===== src/rtl/cv32e40p_scrub_pkg.sv =====
// Shared types and constants for the register-file scrubber and its Hamming checker.
// Codeword layout: Hamming position p (1..38) lives at bit p-1; parity sits at powers of two.
package cv32e40p_scrub_pkg;

   localparam int unsigned CW_WIDTH   = 38;
   localparam int unsigned SYN_WIDTH  = 6;
   localparam int unsigned NUM_PARITY = 6;

   // Largest syndrome that names a real bit; anything above is a multi-bit upset.
   localparam logic [SYN_WIDTH-1:0] SYN_MAX = 6'd38;

   localparam int unsigned PARITY_IDX [NUM_PARITY] = '{0, 1, 3, 7, 15, 31};

   typedef enum logic [2:0] {
      StIdle,
      StRead,
      StCheck,
      StWrite,
      StNext
   } scrub_state_e;

endpackage


===== src/rtl/cv32e40p_ham_syndrome.sv =====
// Combinational Hamming syndrome, classification and single-bit correction
// for one raw 38-bit register-file codeword.
module cv32e40p_ham_syndrome
   import cv32e40p_scrub_pkg::*;
(
   input  logic [CW_WIDTH-1:0]  codeword_i,
   output logic [SYN_WIDTH-1:0] syndrome_o,
   output logic                 correctable_o,
   output logic                 uncorrectable_o,
   output logic [CW_WIDTH-1:0]  corrected_o
);

   // Syndrome bit k: stored parity XOR every data position whose index has bit k set.
   always_comb begin
      syndrome_o = '0;
      for (int unsigned k = 0; k < SYN_WIDTH; k++) begin
         syndrome_o[k] = codeword_i[PARITY_IDX[k]];
         for (int unsigned p = 1; p <= CW_WIDTH; p++) begin
            if ((((p >> k) & 1) == 1) && (p != PARITY_IDX[k] + 1)) begin
               syndrome_o[k] = syndrome_o[k] ^ codeword_i[p-1];
            end
         end
      end
   end

   always_comb begin
      correctable_o   = (syndrome_o != '0) && (syndrome_o <= SYN_MAX);
      uncorrectable_o = (syndrome_o > SYN_MAX);
      corrected_o     = codeword_i;
      if (correctable_o) begin
         corrected_o[syndrome_o - 6'd1] = ~codeword_i[syndrome_o - 6'd1];
      end
   end

endmodule


===== src/rtl/cv32e40p_rf_scrubber.sv =====
// Background scrubber: walks entries 1..NUM_WORDS-1 on idle port C/B slots, rewrites
// single-bit errors and reports uncorrectable words.
module cv32e40p_rf_scrubber
   import cv32e40p_scrub_pkg::*;
#(
   parameter int unsigned ADDR_WIDTH = 6,
   parameter int unsigned NUM_WORDS  = 64,
   parameter int unsigned CNT_WIDTH  = 16
) (
   input  logic                  clk,
   input  logic                  rst,
   input  logic                  scrub_en_i,
   input  logic [15:0]           interval_i,
   input  logic                  rport_free_i,
   output logic [ADDR_WIDTH-1:0] raddr_o,
   input  logic [CW_WIDTH-1:0]   rdata_i,
   input  logic                  ded_i,
   input  logic                  wport_free_i,
   output logic                  we_o,
   output logic [ADDR_WIDTH-1:0] waddr_o,
   output logic [CW_WIDTH-1:0]   wdata_o,
   input  logic                  core_we_a_i,
   input  logic                  core_we_b_i,
   input  logic [ADDR_WIDTH-1:0] core_waddr_a_i,
   input  logic [ADDR_WIDTH-1:0] core_waddr_b_i,
   output logic [CNT_WIDTH-1:0]  corr_cnt_o,
   output logic [CNT_WIDTH-1:0]  ded_cnt_o,
   output logic                  ded_pulse_o,
   output logic [ADDR_WIDTH-1:0] ded_addr_o,
   output logic                  pass_done_o,
   output logic                  busy_o
);

   scrub_state_e state_q, state_d;

   logic [ADDR_WIDTH-1:0] ptr_q, ptr_d;
   logic [15:0]           ival_q, ival_d;
   logic                  armed_q, armed_d;
   logic [CW_WIDTH-1:0]   word_q, word_d;
   logic                  ded_in_q, ded_in_d;
   logic                  hazard_q, hazard_d;
   logic [CNT_WIDTH-1:0]  corr_cnt_q, corr_cnt_d;
   logic [CNT_WIDTH-1:0]  ded_cnt_q, ded_cnt_d;
   logic                  ded_pulse_q, ded_pulse_d;
   logic [ADDR_WIDTH-1:0] ded_addr_q, ded_addr_d;
   logic                  pass_done_q, pass_done_d;

   logic [SYN_WIDTH-1:0]  syndrome;
   logic                  syn_corr, syn_uncorr;
   logic [CW_WIDTH-1:0]   corrected;
   logic                  hit, abort, last_word, ded_branch;

   cv32e40p_ham_syndrome u_syndrome (
      .codeword_i      (word_q),
      .syndrome_o      (syndrome),
      .correctable_o   (syn_corr),
      .uncorrectable_o (syn_uncorr),
      .corrected_o     (corrected)
   );

   assign hit = (core_we_a_i && (core_waddr_a_i == ptr_q)) ||
                (core_we_b_i && (core_waddr_b_i == ptr_q));
   // A core write to the target since capture makes our corrected copy stale.
   assign abort      = hazard_q || hit;
   assign last_word  = (ptr_q == ADDR_WIDTH'(NUM_WORDS - 1));
   assign ded_branch = ded_in_q || syn_uncorr;

   always_ff @(posedge clk) begin
      if (rst) begin
         state_q <= StIdle;
      end else begin
         state_q <= state_d;
      end
   end

   always_comb begin
      state_d = state_q;
      unique case (state_q)
         StIdle:  if (scrub_en_i && armed_q && (ival_q == '0)) state_d = StRead;
         StRead: begin
            if (!scrub_en_i)       state_d = StIdle;
            else if (rport_free_i) state_d = StCheck;
         end
         StCheck: begin
            if (!scrub_en_i)            state_d = StIdle;
            else if (ded_branch)        state_d = StNext;
            else if (syndrome == '0)    state_d = StNext;
            else if (syn_corr)          state_d = StWrite;
            else                        state_d = StNext;
         end
         StWrite: if (abort || wport_free_i) state_d = StNext;
         StNext:  state_d = StIdle;
         default: state_d = StIdle;
      endcase
   end

   always_comb begin
      raddr_o     = ptr_q;
      waddr_o     = ptr_q;
      wdata_o     = corrected;
      we_o        = (state_q == StWrite) && !abort;
      busy_o      = (state_q != StIdle);
      corr_cnt_o  = corr_cnt_q;
      ded_cnt_o   = ded_cnt_q;
      ded_pulse_o = ded_pulse_q;
      ded_addr_o  = ded_addr_q;
      pass_done_o = pass_done_q;
   end

   always_comb begin
      ptr_d       = ptr_q;
      ival_d      = ival_q;
      armed_d     = armed_q;
      word_d      = word_q;
      ded_in_d    = ded_in_q;
      hazard_d    = hazard_q || hit;
      corr_cnt_d  = corr_cnt_q;
      ded_cnt_d   = ded_cnt_q;
      ded_pulse_d = 1'b0;
      ded_addr_d  = ded_addr_q;
      pass_done_d = 1'b0;
      unique case (state_q)
         StIdle: begin
            if (!scrub_en_i) begin
               armed_d = 1'b0;
            end else if (!armed_q) begin
               armed_d = 1'b1;
               ival_d  = interval_i;
            end else if (ival_q == '0) begin
               armed_d = 1'b0;
            end else begin
               ival_d = ival_q - 16'd1;
            end
         end
         StRead: begin
            if (scrub_en_i && rport_free_i) begin
               word_d   = rdata_i;
               ded_in_d = ded_i;
               hazard_d = hit;
            end
         end
         StCheck: begin
            if (scrub_en_i) begin
               if (ded_branch) begin
                  if (ded_cnt_q != '1) ded_cnt_d = ded_cnt_q + CNT_WIDTH'(1);
                  ded_pulse_d = 1'b1;
                  ded_addr_d  = ptr_q;
               end else if (syn_corr) begin
                  if (corr_cnt_q != '1) corr_cnt_d = corr_cnt_q + CNT_WIDTH'(1);
               end
            end
         end
         StNext: begin
            ptr_d       = last_word ? ADDR_WIDTH'(1) : ptr_q + ADDR_WIDTH'(1);
            pass_done_d = last_word;
         end
         default: ;
      endcase
   end

   always_ff @(posedge clk) begin
      if (rst) begin
         ptr_q       <= ADDR_WIDTH'(1);
         ival_q      <= '0;
         armed_q     <= 1'b0;
         word_q      <= '0;
         ded_in_q    <= 1'b0;
         hazard_q    <= 1'b0;
         corr_cnt_q  <= '0;
         ded_cnt_q   <= '0;
         ded_pulse_q <= 1'b0;
         ded_addr_q  <= '0;
         pass_done_q <= 1'b0;
      end else begin
         ptr_q       <= ptr_d;
         ival_q      <= ival_d;
         armed_q     <= armed_d;
         word_q      <= word_d;
         ded_in_q    <= ded_in_d;
         hazard_q    <= hazard_d;
         corr_cnt_q  <= corr_cnt_d;
         ded_cnt_q   <= ded_cnt_d;
         ded_pulse_q <= ded_pulse_d;
         ded_addr_q  <= ded_addr_d;
         pass_done_q <= pass_done_d;
      end
   end

endmodule

===== config.mk =====
export PLATFORM = sky130hd
export DESIGN_NAME = cv32e40p_rf_scrubber
export DESIGN_NICKNAME = d
export VERILOG_FILES = /design/src/rtl/cv32e40p_scrub_pkg.sv /design/src/rtl/cv32e40p_ham_syndrome.sv /design/src/rtl/cv32e40p_rf_scrubber.sv
export SDC_FILE = /design/constraint.sdc
export NUM_CORES = 1
export LEC_CHECK = 0
export ABC_AREA = 1
export CAP_MARGIN = 40
export CORE_UTILIZATION = 40
export DETAILED_ROUTE_END_ITERATION = 7
export GPL_TIMING_DRIVEN = 1
export PLACE_DENSITY = 0.64
export SETUP_SLACK_MARGIN = 0.5
export SLEW_MARGIN = 40
export SYNTH_ARGS = -nofsm -noshare
export SYNTH_HDL_FRONTEND = slang
export SYNTH_SLANG_ARGS = --single-unit

===== constraint.sdc =====
create_clock -name clk -period 7.1 [get_ports clk]
set_clock_uncertainty 0.15 [all_clocks]
set_input_delay 0.71 -clock clk [delete_from_list [all_inputs] [get_ports clk]]
set_output_delay 0.71 -clock clk [all_outputs]
set_load 0.03 [all_outputs]

== Yosys cells after proc, flatten, opt, wreduce, memory -nomap -nowiden ==
Index checks and enable logic that the tools add are counted.

* $add $sub $neg: 5
* Magnitude comparators: 4
* Eq/ne operators: 13
* Muxes and demuxes: 24
* Bitwise gates (word level): 95
* Reductions and logical operators: 26

{| class="wikitable"
|+ Operators by type and width
! kind !! count
|-
| 1-bit bitwise XOR || 90
|-
| 38-bit bitwise mux || 1
|-
| 38-bit two-way mux || 1
|-
| 16-bit by 1-bit adder with 16-bit output (second input constant) || 2
|-
| 16-bit two-way mux || 2
|-
| 16-bit inequality test (second input constant) || 2
|-
| 3-bit two-way mux || 8
|-
| 16-bit logical NOT || 1
|-
| 16-bit by 1-bit subtractor with 16-bit output (second input constant) || 1
|-
| 6-bit == test || 2
|-
| 3-bit one-hot mux with 4 select lines || 1
|-
| 3-bit AND reduction || 3
|-
| 1-bit logical AND || 8
|-
| 1-bit two-way mux || 8
|-
| 6-bit by 7-bit less-than comparator with 1-bit output (second input constant) || 1
|-
| 6-bit by 1-bit adder with 6-bit output (second input constant) || 1
|-
| 1-bit binary-select mux with 6-bit select || 1
|-
| 1-bit demux with 6-bit select || 1
|-
| 3-bit by 2-bit == test with 1-bit output (second input constant) || 2
|-
| 6-bit == test (second input constant) || 1
|-
| 6-bit by 1-bit greater-or-equal comparator with 1-bit output (second input constant) || 1
|-
| 6-bit > comparator (second input constant) || 1
|-
| 6-bit less-or-equal comparator (second input constant) || 1
|-
| 6-bit logical NOT || 1
|-
| 17 further kinds || 26
|}

* Bits in registers: 106
* Input port bits: 74
* Output and inout bits: 92
* Word-level logic and storage cells: 179

== Longest topological paths before layout ==
* Depth in word-level cells: 25
* Gate-level depth with buffers: 30
* Mapped depth without buffers: 27

== Hierarchy ==
Synthesis repeated with hierarchy kept, for this count alone.

* Cells, all modules: 1292
* Area, all modules: 7891.3 um^2

{| class="wikitable"
|+ Modules (own cells, without submodules)
! module !! instances !! cells an instance !! area each (um^2) !! seq. area each (um^2)
|-
| cv32e40p_rf_scrubber || 1 || 798 || 5370.2 || 2122.0
|-
| cv32e40p_ham_syndrome || 1 || 494 || 2521.2 || 0.0
|}

== Worst setup path before layout ==
No wires, ideal clock.

* Path type: flip-flop to output port
* Start: register word_q[22]
* End: output port wdata_o[12]
* Arrival time: 3536 ps
* Data required time: 6240 ps
* Slack: 2704 ps
* Stages on the path, launching flop included: 29
* Buffers on the path: 4
* Path through: dfxtp_1 buf_4 inv_2 nand2_1 nand2_1 inv_1 nand2_1 nand2_1 nand2_1 nand2_1 nand2_1 nand2_1 inv_2 nand2_1 nand2_1 nand2_4 nand2_4 inv_4 buf_6 ha_1 inv_1 buf_1 nand3_1 nor2_1 nor2_1 nand2_1 nand3_2 buf_2 o21ai_0

* Cells in the longest elaborated chain, start to end: 16
* Elaborated cells on any way between the ends: 47
* Those cells by class: add/sub (1); order compare (3); mux (6); bitwise (34); reduce/logical (3)

{| class="wikitable"
|+ RTL lines
! element !! RTL line !! text
|-
| start: declaration || cv32e40p_rf_scrubber.sv:39 || <nowiki>logic [CW_WIDTH-1:0] word_q, word_d;</nowiki>
|-
| start signal: assignment || cv32e40p_rf_scrubber.sv:178 || <nowiki>word_q <= word_d;</nowiki>
|-
| 1-bit bitwise XOR (9 in series) || cv32e40p_ham_syndrome.sv:20 || <nowiki>syndrome_o[k] = syndrome_o[k] ^ codeword_i[p-1];</nowiki>
|-
| 6-bit by 1-bit subtractor with 6-bit output || cv32e40p_ham_syndrome.sv:31 || <nowiki>corrected_o[syndrome_o - 6'd1] = ~codeword_i[syndrome_o - 6'd1];</nowiki>
|-
| 6-bit by 7-bit less-than comparator with 1-bit output (not written as such) / 6-bit by 1-bit greater-or-equal comparator with 1-bit output (equally long branches) || cv32e40p_ham_syndrome.sv:31 ||
|-
| 1-bit logical AND (not written as such) || cv32e40p_ham_syndrome.sv:31 ||
|-
| 1-bit two-way mux (not written as such) || cv32e40p_ham_syndrome.sv:31 ||
|-
| 1-bit demux with 6-bit select || - ||
|-
| 38-bit bitwise mux || cv32e40p_ham_syndrome.sv:31 ||
|-
| 38-bit two-way mux (*) || cv32e40p_ham_syndrome.sv:30 || <nowiki>if (correctable_o) begin</nowiki>
|-
| end: declaration || cv32e40p_rf_scrubber.sv:21 || <nowiki>output logic [CW_WIDTH-1:0] wdata_o,</nowiki>
|}

Every way passes the cells marked *; elsewhere a longest branch is shown, timed or not. The select of a mux whose other input is x is not followed.

== Final worst setup path ==
* Start: register word_q[26]
* End: output port wdata_o[9]

* Cells in the longest elaborated chain, start to end: 13
* Elaborated cells on any way between the ends: 36
* Those cells by class: add/sub (1); order compare (3); mux (6); bitwise (23); reduce/logical (3)

{| class="wikitable"
|+ RTL lines
! element !! RTL line
|-
| 1-bit bitwise XOR (6 in series) || cv32e40p_ham_syndrome.sv:20
|-
| 6-bit by 1-bit subtractor with 6-bit output || cv32e40p_ham_syndrome.sv:31
|-
| 6-bit by 7-bit less-than comparator with 1-bit output (not written as such) / 6-bit by 1-bit greater-or-equal comparator with 1-bit output (equally long branches) || cv32e40p_ham_syndrome.sv:31
|-
| 1-bit logical AND (not written as such) || cv32e40p_ham_syndrome.sv:31
|-
| 1-bit two-way mux (not written as such) || cv32e40p_ham_syndrome.sv:31
|-
| 1-bit demux with 6-bit select || -
|-
| 38-bit bitwise mux || cv32e40p_ham_syndrome.sv:31
|-
| 38-bit two-way mux (*) || cv32e40p_ham_syndrome.sv:30
|}

Marked as above.

==> results.md <==
- First-pass GRT wire length: 39100 microns
- Post-synthesis cell area: 7540 sq um
- Non-Filler Instances: 1571
- Min-delay worst type: flop to flop
- Clock power frac: 37.0%
- Type of the worst setup path: flop to output port
- DR vias: 8027
- DRT Pass-1 Iters: 5
- Net count after synthesis: 1298
- PwrDens: 148 nW/um^2
- Pins Over Slew Limit: 0
- Num CTS Buffers: 9
- Static leakage: 3.75 nW
- Die W: 139 microns
- Layout Utilization: 52.1%
- Tcrit/Tclk final: 85.2%
- Max-Slew Margin vs Limit: 54.0%
- Initial core utilization: 41.4%
- WP data required: 6240 ps
- Routed WL: 24200 microns
- VDD IR max: 132 uV
- Ys async rst share: 0%
- Startpoint Class: flop
- Number of global-route vias before repair: 7347
- Hold_buf cts: 0
- Seq pwr share: 43.7%
- Final setup viols: 0
- Critical path endpoint category: output port
- Switching Share: 29.4%
- Cell Area, Placed: 9170 sq um
- Reg clk slew, reported paths: 70 ps
- Max Fanout on Critical Path: 24
- CTS max path bufs: 2
- Internal Power: 0.991 mW
- Cells after Synth: 1219
- CTS tree: yes
- Place WS: 1040 ps
- Ant diodes: 0
- Final TNS setup: 0 ps
- Iter 0 DRT Violations: 587
- Layout cell share with drive strength beyond 1: 6.93%
- CORE AREA: 18200 sq um
- RSZ-0062 raised after global routing: no
- Final worst slack: 1050 ps
- Synth Flop Type: dfxtp_1
- IO Port Bufs: 165
- Number of max-cap violations: 0
- Fin nets: 1417
- DRC violations left: 0
- I/O pin cnt: 166
- Multi-input logic area: 4650 sq um
- CTS H-tree lvls: 3
- Status: complete, no violations
- Worst slew pin tran: 688 ps
- Number of fill cells: 1860
- Worst skew pair latency: 350 ps
- Routability congestion estimate: 0.954
- Overall routing resource usage: 25.2%
- Clk sinks: 106
- NetSw: 0.413 mW
- Yosys warns: 0
- F_max: 165 MHz
- DP Wirelength: 18700 microns
- Count of flip-flops with a built-in enable after synthesis: 0
- Area growth syn-to-layout: 25.9%
- Crit path time final: 6050 ps
- Arrival time worst endpoint: 5190 ps
- Dpl cells: 1556
- Initial antenna violation count: 0
- Die H: 139 microns
- DR WL/cell: 15.4 microns
- Post-synthesis sequential area ratio: 28.1%
- Vias per cell: 5.11
- Final Hold Fails: 0
- Logic pwr share: 19.2%
- Final ANT Viol Nets: 0
- Rows: 49
- Storage cell area: 2130 sq um
- Post-synthesis area per instance: 6.19 sq um
- Clk root buf: clkbuf_16
- Flops & latches, synth: 106
- Post-Layout Inst Area: 9500 sq um
- Largest net degree at the start of global routing: 73
- Total setup buffers inserted after CTS: 0
- Die area: 19400 sq um
- Hold_ws: 327 ps
- Netlist cell types: 42
- Pwr Total: 1.40 mW
- CTS resizes: 0
- Total grt overflow: 0
## worst max-delay path: stages, from the launching register on
cell and delay, ps:
dfxtp_1 520, inv_2 140, nand2_1 80, nand2_1 60, nand2_1 60, nand2_1 70, inv_1 50, nand2_1 60
nand2_1 60, nand2_1 40, nand2_1 100, inv_2 30, nand2_1 80, nand3_2 310, nand2_8 320, inv_4 130
ha_2 510, inv_1 270, nand3_1 160, nand2_1 70, nand2_1 60, nand3_1 70, nand3_1 130, nand3_4 220
buf_4 300, o21ai_0 210, clkdlybuf4s50_1 700
## metal layers
metal / routed length [microns] / GRT usage (%) / part of all wire, %
met1: 11000 / 33.1 / 45
met2: 11100 / 41.7 / 46
met3: 1690 / 5.30 / 7.0
met4: 433 / 6.49 / 1.8
met5: 0 / 0 / 0
## cell families after synthesis
group           count (synthesis)  share of synthesized area [%]
compound gates                225                           16.3
xor+xnor                       72                           8.36
fa+ha+maj                       5                          0.829
buf+inv                       181                           10.5
flops                         106                           28.1
simple gates                  630                           35.9
## Yosys cell counts, types with 2 or more instances
library cell	instances	share of area [%]
nand2_2	10	0.83
nand4_1	14	1.2
clkbuf_1	24	1.2
a21oi_2	6	0.70
clkinv_1	2	0.10
nor4_1	3	0.25
dfxtp_1	106	28
xor2_1	44	5.1
buf_1	3	0.15
nand3_2	2	0.27
o21a_1	2	0.20
o21ai_0	88	5.8
nand2_4	4	0.60
nor2_4	3	0.45
a21boi_0	2	0.20
o22ai_1	2	0.17
nand3b_1	6	0.60
inv_2	24	1.2
a21oi_1	97	6.4
buf_4	11	1.1
inv_1	94	4.7
nor2_1	93	4.6
ha_1	5	0.83
nor3_1	18	1.2
o21ai_1	7	0.46
o21ai_2	14	1.6
nand2_1	364	18
nand3_1	105	7.0
nor2_2	4	0.33
buf_2	15	1.0
a31oi_1	3	0.25
xnor2_1	28	3.3
buf_6	6	0.90
o211ai_1	2	0.20
## sequential cells by signal, summed over array words and instances (netlist names)
signal       flops
hazard_q         1
ival_q          16
corr_cnt_o      16
ded_addr_o       6
word_q          38
ded_cnt_o       16
ded_pulse_o      1
ded_in_q         1
state_q          3
raddr_o          6
pass_done_o      1
armed_q          1
## final cells by class
type / instances / share of cell area, %
Clock buffer: 11 / 2.56
Clock inverter: 4 / 0.619
Inverter: 121 / 4.81
Multi-Input combinational cell: 932 / 49.0
Sequential cell: 106 / 22.4
Tap cell: 229 / 3.02
Timing Repair Buffer: 168 / 17.6
## layout by cell type (no fill, tap or decap), types with 2 or more instances in the layout
cell type and instances:
a31oi_1 3, nand3_1 105, o22ai_1 2, a21oi_1 97, ha_1 4, nand4_1 14
nor2_1 93, inv_2 24, clkbuf_16 9, o21a_1 2, nor2_4 3, o21ai_1 7
nand2_2 11, o21ai_0 88, buf_4 4, o21ai_2 14, inv_1 94, nand2_1 363
nor3_1 18, nor4_1 3, dfxtp_1 103, o211ai_1 2, clkdlybuf4s50_1 164, xor2_1 44
clkinv_1 2, nand2_4 3, dfxtp_2 3, xnor2_1 28, a21oi_2 6, nor2_2 4
a21boi_0 2, nand3b_1 6
## power groups by stage
stage | Sequential (mW) | Combinational, mW | Clock (mW)
after CTS | 0.614 | 0.267 | 0.536
after detailed placement | 0.628 | 0.266 | 0
after global routing | 0.616 | 0.297 | 0.560
final | 0.614 | 0.270 | 0.520
after floorplan | 0.624 | 0.179 | 0
after global placement | 0.628 | 0.265 | 0
## final timing paths
kind	from	to	slack, ps	cells past startpoint
max	word_q[26]$_SDFFE_PP0P_	wdata_o[9]	1050	26
min	ded_in_q$_SDFFE_PP0P_	ded_in_q$_SDFFE_PP0P_	330	2
max reg2reg	word_q[26]$_SDFFE_PP0P_	ded_cnt_o[8]$_SDFFE_PP0P_	3160	25
min reg2reg	ded_in_q$_SDFFE_PP0P_	ded_in_q$_SDFFE_PP0P_	330	2
Note: power is estimated with default switching activity, not from simulation.
